[config.mk]
export PLATFORM = sky130hd
export DESIGN_NAME = multicycle_ctrl_flat
export DESIGN_NICKNAME = d
export VERILOG_FILES = /design/src/rtl/multicycle_ctrl_pkg.sv /design/src/rtl/multicycle_ctrl_if.sv /design/src/rtl/multicycle_ctrl_alu_decoder.sv /design/src/rtl/multicycle_ctrl.sv /design/src/flat_wrapper.sv
export SDC_FILE = /design/constraint.sdc
export NUM_CORES = 1
export LEC_CHECK = 0
export ABC_AREA = 0
export CAP_MARGIN = 25
export CORE_MARGIN = 2
export CORE_UTILIZATION = 24
export DETAILED_ROUTE_END_ITERATION = 7
export GPL_ROUTABILITY_DRIVEN = 1
export PLACE_DENSITY_LB_ADDON = 0.05
export SLEW_MARGIN = 20
export SYNTH_ARGS = -nofsm -noshare
export SYNTH_HDL_FRONTEND = slang
export SYNTH_SLANG_ARGS = --single-unit
[constraint.sdc]
create_clock -name clk -period 3.11 [get_ports clk]
set_clock_uncertainty 0.15 [all_clocks]
set_input_delay 0.7775 -clock clk [delete_from_list [all_inputs] [get_ports clk]]
set_output_delay 0.7775 -clock clk [all_outputs]
set_load 0.03 [all_outputs]
[src/rtl/multicycle_ctrl_pkg.sv]
// Shared encodings for the multicycle RV32I control unit: opcodes, ALU codes,
// FSM states, and the instruction classifier used by the control and ALU decode.
package multicycle_ctrl_pkg;

  localparam logic [6:0] OP_R   = 7'b0110011;
  localparam logic [6:0] OP_I   = 7'b0010011;
  localparam logic [6:0] OP_LW  = 7'b0000011;
  localparam logic [6:0] OP_SW  = 7'b0100011;
  localparam logic [6:0] OP_BEQ = 7'b1100011;

  localparam logic [3:0] ALU_AND = 4'b0000;
  localparam logic [3:0] ALU_OR  = 4'b0001;
  localparam logic [3:0] ALU_ADD = 4'b0010;
  localparam logic [3:0] ALU_SUB = 4'b0110;
  localparam logic [3:0] ALU_SLT = 4'b0111;
  localparam logic [3:0] ALU_SRL = 4'b1000;
  localparam logic [3:0] ALU_SLL = 4'b1001;
  localparam logic [3:0] ALU_SRA = 4'b1010;
  localparam logic [3:0] ALU_XOR = 4'b1101;

  typedef enum logic [2:0] {
    S_IF  = 3'd0,
    S_ID  = 3'd1,
    S_EX  = 3'd2,
    S_MEM = 3'd3,
    S_WB  = 3'd4
  } state_t;

  typedef struct packed {
    logic is_r;
    logic is_i;
    logic is_lw;
    logic is_sw;
    logic is_beq;
  } decode_t;

  // All-zero result means illegal; funct3=011 (sltu/sltiu) is treated as illegal.
  function automatic decode_t classify(input logic [31:0] instr);
    decode_t    d;
    logic [6:0] op;
    logic [2:0] f3;
    op = instr[6:0];
    f3 = instr[14:12];
    d.is_r   = (op == OP_R)   && (f3 != 3'b011);
    d.is_i   = (op == OP_I)   && (f3 != 3'b011);
    d.is_lw  = (op == OP_LW)  && (f3 == 3'b010);
    d.is_sw  = (op == OP_SW)  && (f3 == 3'b010);
    d.is_beq = (op == OP_BEQ) && (f3 == 3'b000);
    return d;
  endfunction

endpackage

[src/rtl/multicycle_ctrl_if.sv]
// Control/datapath bundle: instruction and status in, datapath controls out.
// master = control unit, slave = datapath/memory side.
interface multicycle_ctrl_if;
  logic [31:0] instr;
  logic        Zero;
  logic        memReady;
  logic        PCSrc;
  logic        ALUSrc;
  logic        RegWrite;
  logic        MemToReg;
  logic [3:0]  ALUCtrl;
  logic        loadPC;
  logic        MemRead;
  logic        MemWrite;
  logic [2:0]  state;

  modport master (
    input  instr, Zero, memReady,
    output PCSrc, ALUSrc, RegWrite, MemToReg, ALUCtrl, loadPC, MemRead, MemWrite, state
  );

  modport slave (
    output instr, Zero, memReady,
    input  PCSrc, ALUSrc, RegWrite, MemToReg, ALUCtrl, loadPC, MemRead, MemWrite, state
  );
endinterface

[src/rtl/multicycle_ctrl_alu_decoder.sv]
// Combinational instr -> ALUCtrl map; zero latency, no flow control.
module multicycle_ctrl_alu_decoder
  import multicycle_ctrl_pkg::*;
(
  input  logic [31:0] instr_i,
  output logic [3:0]  alu_ctrl_o
);

  decode_t    dec;
  logic [2:0] f3;

  assign dec = classify(instr_i);
  assign f3  = instr_i[14:12];

  // instr[30] selects SUB only for R-type; immediates may have bit 30 set.
  always_comb begin
    alu_ctrl_o = ALU_ADD;
    if (dec.is_r || dec.is_i) begin
      case (f3)
        3'b000:  alu_ctrl_o = (dec.is_r && instr_i[30]) ? ALU_SUB : ALU_ADD;
        3'b001:  alu_ctrl_o = ALU_SLL;
        3'b010:  alu_ctrl_o = ALU_SLT;
        3'b100:  alu_ctrl_o = ALU_XOR;
        3'b101:  alu_ctrl_o = instr_i[30] ? ALU_SRA : ALU_SRL;
        3'b110:  alu_ctrl_o = ALU_OR;
        3'b111:  alu_ctrl_o = ALU_AND;
        default: alu_ctrl_o = ALU_ADD;
      endcase
    end else if (dec.is_beq) begin
      alu_ctrl_o = ALU_SUB;
    end
  end

endmodule

[src/rtl/multicycle_ctrl.sv]
// Multicycle RV32I control: IF/ID/EX/[MEM]/WB sequencing, 4 cycles (5+N for LW/SW).
// Stalls in MEM until memReady; all outputs combinational from state and instr.
module multicycle_ctrl
  import multicycle_ctrl_pkg::*;
(
  input logic                clk,
  input logic                rst,
  multicycle_ctrl_if.master  bus
);

  state_t     state_q, state_d;
  decode_t    dec;
  logic [3:0] alu_ctrl;

  assign dec = classify(bus.instr);

  multicycle_ctrl_alu_decoder u_alu_dec (
    .instr_i    (bus.instr),
    .alu_ctrl_o (alu_ctrl)
  );

  always_ff @(posedge clk or posedge rst) begin
    if (rst) state_q <= S_IF;
    else     state_q <= state_d;
  end

  assign bus.state = state_q;

  always_comb begin
    state_d      = state_q;
    bus.PCSrc    = 1'b0;
    bus.ALUSrc   = 1'b0;
    bus.RegWrite = 1'b0;
    bus.MemToReg = 1'b0;
    bus.ALUCtrl  = ALU_ADD;
    bus.loadPC   = 1'b0;
    bus.MemRead  = 1'b0;
    bus.MemWrite = 1'b0;

    // instr is only trusted once the fetch cycle is over.
    if (state_q != S_IF) begin
      bus.ALUSrc   = dec.is_i | dec.is_lw | dec.is_sw;
      bus.MemToReg = dec.is_lw;
      bus.ALUCtrl  = alu_ctrl;
    end

    case (state_q)
      S_IF:  state_d = S_ID;
      S_ID:  state_d = S_EX;
      S_EX:  state_d = (dec.is_lw || dec.is_sw) ? S_MEM : S_WB;
      S_MEM: begin
        bus.MemRead  = dec.is_lw;
        bus.MemWrite = dec.is_sw;
        if (bus.memReady) state_d = S_WB;
      end
      S_WB: begin
        bus.loadPC   = 1'b1;
        bus.RegWrite = dec.is_r | dec.is_i | dec.is_lw;
        bus.PCSrc    = dec.is_beq & bus.Zero;
        state_d      = S_IF;
      end
      default: state_d = S_IF;
    endcase
  end

endmodule
[src/flat_wrapper.sv]
// flat-port wrapper written by rule: the top's interface ports become plain ports
module multicycle_ctrl_flat import multicycle_ctrl_pkg::*;
  (clk, rst, bus_instr, bus_Zero, bus_memReady, bus_PCSrc, bus_ALUSrc, bus_RegWrite, bus_MemToReg, bus_ALUCtrl, bus_loadPC, bus_MemRead, bus_MemWrite, bus_state);
  multicycle_ctrl_if bus_i ();
  input logic clk;
  input logic rst;
  input wire logic [$bits(bus_i.instr)-1:0] bus_instr;
  input wire logic [$bits(bus_i.Zero)-1:0] bus_Zero;
  input wire logic [$bits(bus_i.memReady)-1:0] bus_memReady;
  output wire logic [$bits(bus_i.PCSrc)-1:0] bus_PCSrc;
  output wire logic [$bits(bus_i.ALUSrc)-1:0] bus_ALUSrc;
  output wire logic [$bits(bus_i.RegWrite)-1:0] bus_RegWrite;
  output wire logic [$bits(bus_i.MemToReg)-1:0] bus_MemToReg;
  output wire logic [$bits(bus_i.ALUCtrl)-1:0] bus_ALUCtrl;
  output wire logic [$bits(bus_i.loadPC)-1:0] bus_loadPC;
  output wire logic [$bits(bus_i.MemRead)-1:0] bus_MemRead;
  output wire logic [$bits(bus_i.MemWrite)-1:0] bus_MemWrite;
  output wire logic [$bits(bus_i.state)-1:0] bus_state;
  assign bus_i.instr = bus_instr;
  assign bus_i.Zero = bus_Zero;
  assign bus_i.memReady = bus_memReady;
  assign bus_PCSrc = bus_i.PCSrc;
  assign bus_ALUSrc = bus_i.ALUSrc;
  assign bus_RegWrite = bus_i.RegWrite;
  assign bus_MemToReg = bus_i.MemToReg;
  assign bus_ALUCtrl = bus_i.ALUCtrl;
  assign bus_loadPC = bus_i.loadPC;
  assign bus_MemRead = bus_i.MemRead;
  assign bus_MemWrite = bus_i.MemWrite;
  assign bus_state = bus_i.state;
  multicycle_ctrl u_core (.clk(clk), .rst(rst), .bus(bus_i));
endmodule
==> out/summary.txt <==
Worst r2r src -> u_core.bus.state[0]$_DFFE_PP0P_
Initial antenna violation count -> 0
Post-Route WL -> 1.257 mm
Grt ovf -> 0
Starting Density -> 0.2513
# rows -> 14
Min-Delay Path Depth -> 2
ANT cells -> 0
H-tree depth -> 1
Peak VDD IR -> 0.2976 mV
Final Setup Violations -> 1
Tmin final -> 3.130 ns
Slowest-stage cell, CP -> or4b_4
Clk buf depth -> 2
Via-per-instance ratio -> 4.797
Max Cap Viol -> 0
Worst Path Required -> 2.18 ns
DRC viols -> 0
Core outline area -> 1489 sq um
Count of cell types in the netlist -> 27
Clock root buffer master -> clkbuf_4
FF+latch area -> 75.07 sq um
Power per cell area -> 461.4 nW/um^2
Total GRT Usage -> 0.1427
Buf/Inv on CP -> 2
Cells after Synth -> 51
Fmax achieved -> 319.5 MHz
Slew Viols, Final -> 0
CP Capture Type -> output pin
CP max FO -> 4
Number of synthesized register bits -> 3
Sum Neg Setup Slack -> -0.01953 ns
R2R cell count -> 3
Seq/Total Area, Yosys -> 0.2007
Final WS setup -> -0.01953 ns
Area grow syn2layout -> 136.1%
Slew headroom -> 0.7856
CTS clock-pin slew for the worst setup and hold paths -> 0.04 ns
Antenna viol nets, final -> 0
Post-Syn Area -> 374.1 sq um
Hold endpoint -> u_core.bus.state[0]$_DFFE_PP0P_
Status -> finished, violations left
Routability cong. -> 0.7232
Worst reg2reg path endpoint -> u_core.bus.state[2]$_DFFE_PP0P_
CTS tree -> built
Design Power -> 0.0004076 W
First-pass GRT wire length -> 2.090 mm
Kind of start point of the critical path -> primary input
Post-Syn Nets -> 87
Fill cells -> 146
Final Hold Violating Endpoints -> 0
Starting DRC count in detailed routing -> 6
Sink Count -> 3
Failing checks -> negative setup slack
Post-DR wirelength/cell -> 10.65 um
Commonest non-fill, non-tap cell in the layout -> buf_4
Average instance area after synthesis -> 7.335 sq um
Drt pass-1 iters -> 4
RSZ-0062 raised after global routing -> yes
Crit-path leading delay family -> simple AND/OR/NAND/NOR gates
Critical path arrival -> 2.20 ns
Crit share post-route -> 1.006
Static Leak -> 0.3896 nW
Final nets -> 139
Layout cells sized above 1 -> 0.5000
DIE WIDTH -> 43.48 um
Highest-count cells in the layout ignoring fill and taps -> buf_4 (29), clkdlybuf4s50_1 (9), inv_1 (6)
Critical-path cell list -> buf_8 > or4b_4 > or3_4 > nor4_2 > buf_4
Synth warnings -> 0
Total CTS buffers -> 3
Setup CP Type -> primary input to output pin
Worst hold start -> u_core.bus.state[2]$_DFFE_PP0P_
IO Pins -> 50
Vias -> 566
Largest net degree at the start of global routing -> 7
PortBufs -> 28
Multi-input logic area -> 322.8 sq um
Chip height -> 43.48 um
Largest register FFs -> 3
DP HPWL -> 1.040 mm
Total Die Area -> 1891 sq um
Worst stage delay on the critical path -> 0.54 ns
Min-Delay Path Class -> register to register
Actual slew at the worst max-slew pin -> 0.3191 ns
Vias in the first global route -> 506
Worst-Skew Late Latency -> 0.23 ns
Reg2reg setup slack -> 1.64 ns
-- per-layer routing --
metal  up-vias  part of all wire  track usage
met1       252              0.44       0.1823
met4         0                 0      0.03636
met2        17              0.51       0.2478
li1        297                 -            -
met3         0             0.052      0.02500
met5         -                 0            0
-- area by class of cell --
type	instances	share of cell area
Timing Repair Buffer	50	0.4717
Multi-Input combinational cell	39	0.3654
Sequential cell	3	0.08499
Clock buffer	4	0.02975
Inverter	6	0.02550
Tap cell	16	0.02266
-- per-stage QoR --
step | hold WS (ns) | std cells | setup WS (ns) | util | area [sq um]
after floorplan | 0.3811 | 51 | -0.2209 | - | 410.4
after global placement | 0.3891 | 111 | -0.7395 | 0.5445 | 810.8
after detailed placement | 0.3929 | 111 | -0.7392 | 0.5445 | 810.8
after CTS | 0.3968 | 118 | -0.1102 | 0.5849 | 870.8
after global routing | 0.4278 | 118 | -0.05806 | 0.5933 | 883.3
final | 0.3956 | 118 | -0.01953 | 0.5933 | 883.3
-- cells by family after synthesis --
family | count (synthesis) | share of synthesized area
simple gates | 26 | 0.4448
buf+inv | 9 | 0.1137
compound gates | 13 | 0.2408
flops | 3 | 0.2007
-- synthesized netlist by cell type --
cell type	instances	area share
a211oi_1	2	0.040
nand4bb_1	1	0.030
clkbuf_1	1	0.010
or3_1	1	0.017
nand2b_1	2	0.033
buf_2	1	0.013
nor2b_1	1	0.017
a211o_1	2	0.047
nor2_1	4	0.040
or4_1	2	0.040
nor3_1	3	0.040
buf_6	1	0.030
inv_1	6	0.060
nand2_1	2	0.020
nor4_1	4	0.067
o31ai_1	1	0.020
a21oi_1	4	0.054
nand4_1	1	0.017
o21ai_0	1	0.013
nand3_1	1	0.013
dfrtp_1	3	0.20
and4_1	1	0.023
a2111oi_0	2	0.047
or3_4	1	0.030
o211ai_1	1	0.020
nor3b_1	1	0.020
or4b_4	1	0.037
-- worst max path at each step --
stage                     end  depth (start not counted)  slack, ns          start
4_1_cts           bus_MemRead                          5      -0.11  bus_instr[14]
5_1_grt           bus_MemRead                          5      -0.06  bus_instr[14]
3_5_place_dp   bus_ALUCtrl[1]                          5      -0.74   bus_instr[2]
2_1_floorplan     bus_MemRead                          4      -0.22  bus_instr[12]
3_3_place_gp   bus_ALUCtrl[1]                          5      -0.74   bus_instr[2]
6_report          bus_MemRead                          5      -0.02  bus_instr[14]
-- tightest hold or removal path, stage by stage, from the launching register on --
cell and delay, ns:
dfrtp_1 0.33, buf_4 0.13, a21oi_1 0.04
-- report_power, final --
part	total, W	internal [W]	switching, W	leakage (nW)
logic	0.000273	0.000127	0.000146	0.336
clock network	0.0000692	0.0000481	0.0000211	0.0150
registers	0.0000657	0.0000569	0.00000880	0.0382
total	0.000408	0.000232	0.000176	0.390
-- repair_timing --
| item | 4_1_cts | 5_1_grt |
|---|---|---|
| hold buffers | 0 | 0 |
| pin swaps | 8 | 6 |
| setup endpoints to repair | 9 | 5 |
| buffers inserted | 4 | 0 |
| cloned | 0 | 0 |
| gates resized for setup | 43 | 2 |
| endpoints found under the hold margin | 0 | 0 |
Note: power is estimated with default switching activity, not from simulation.
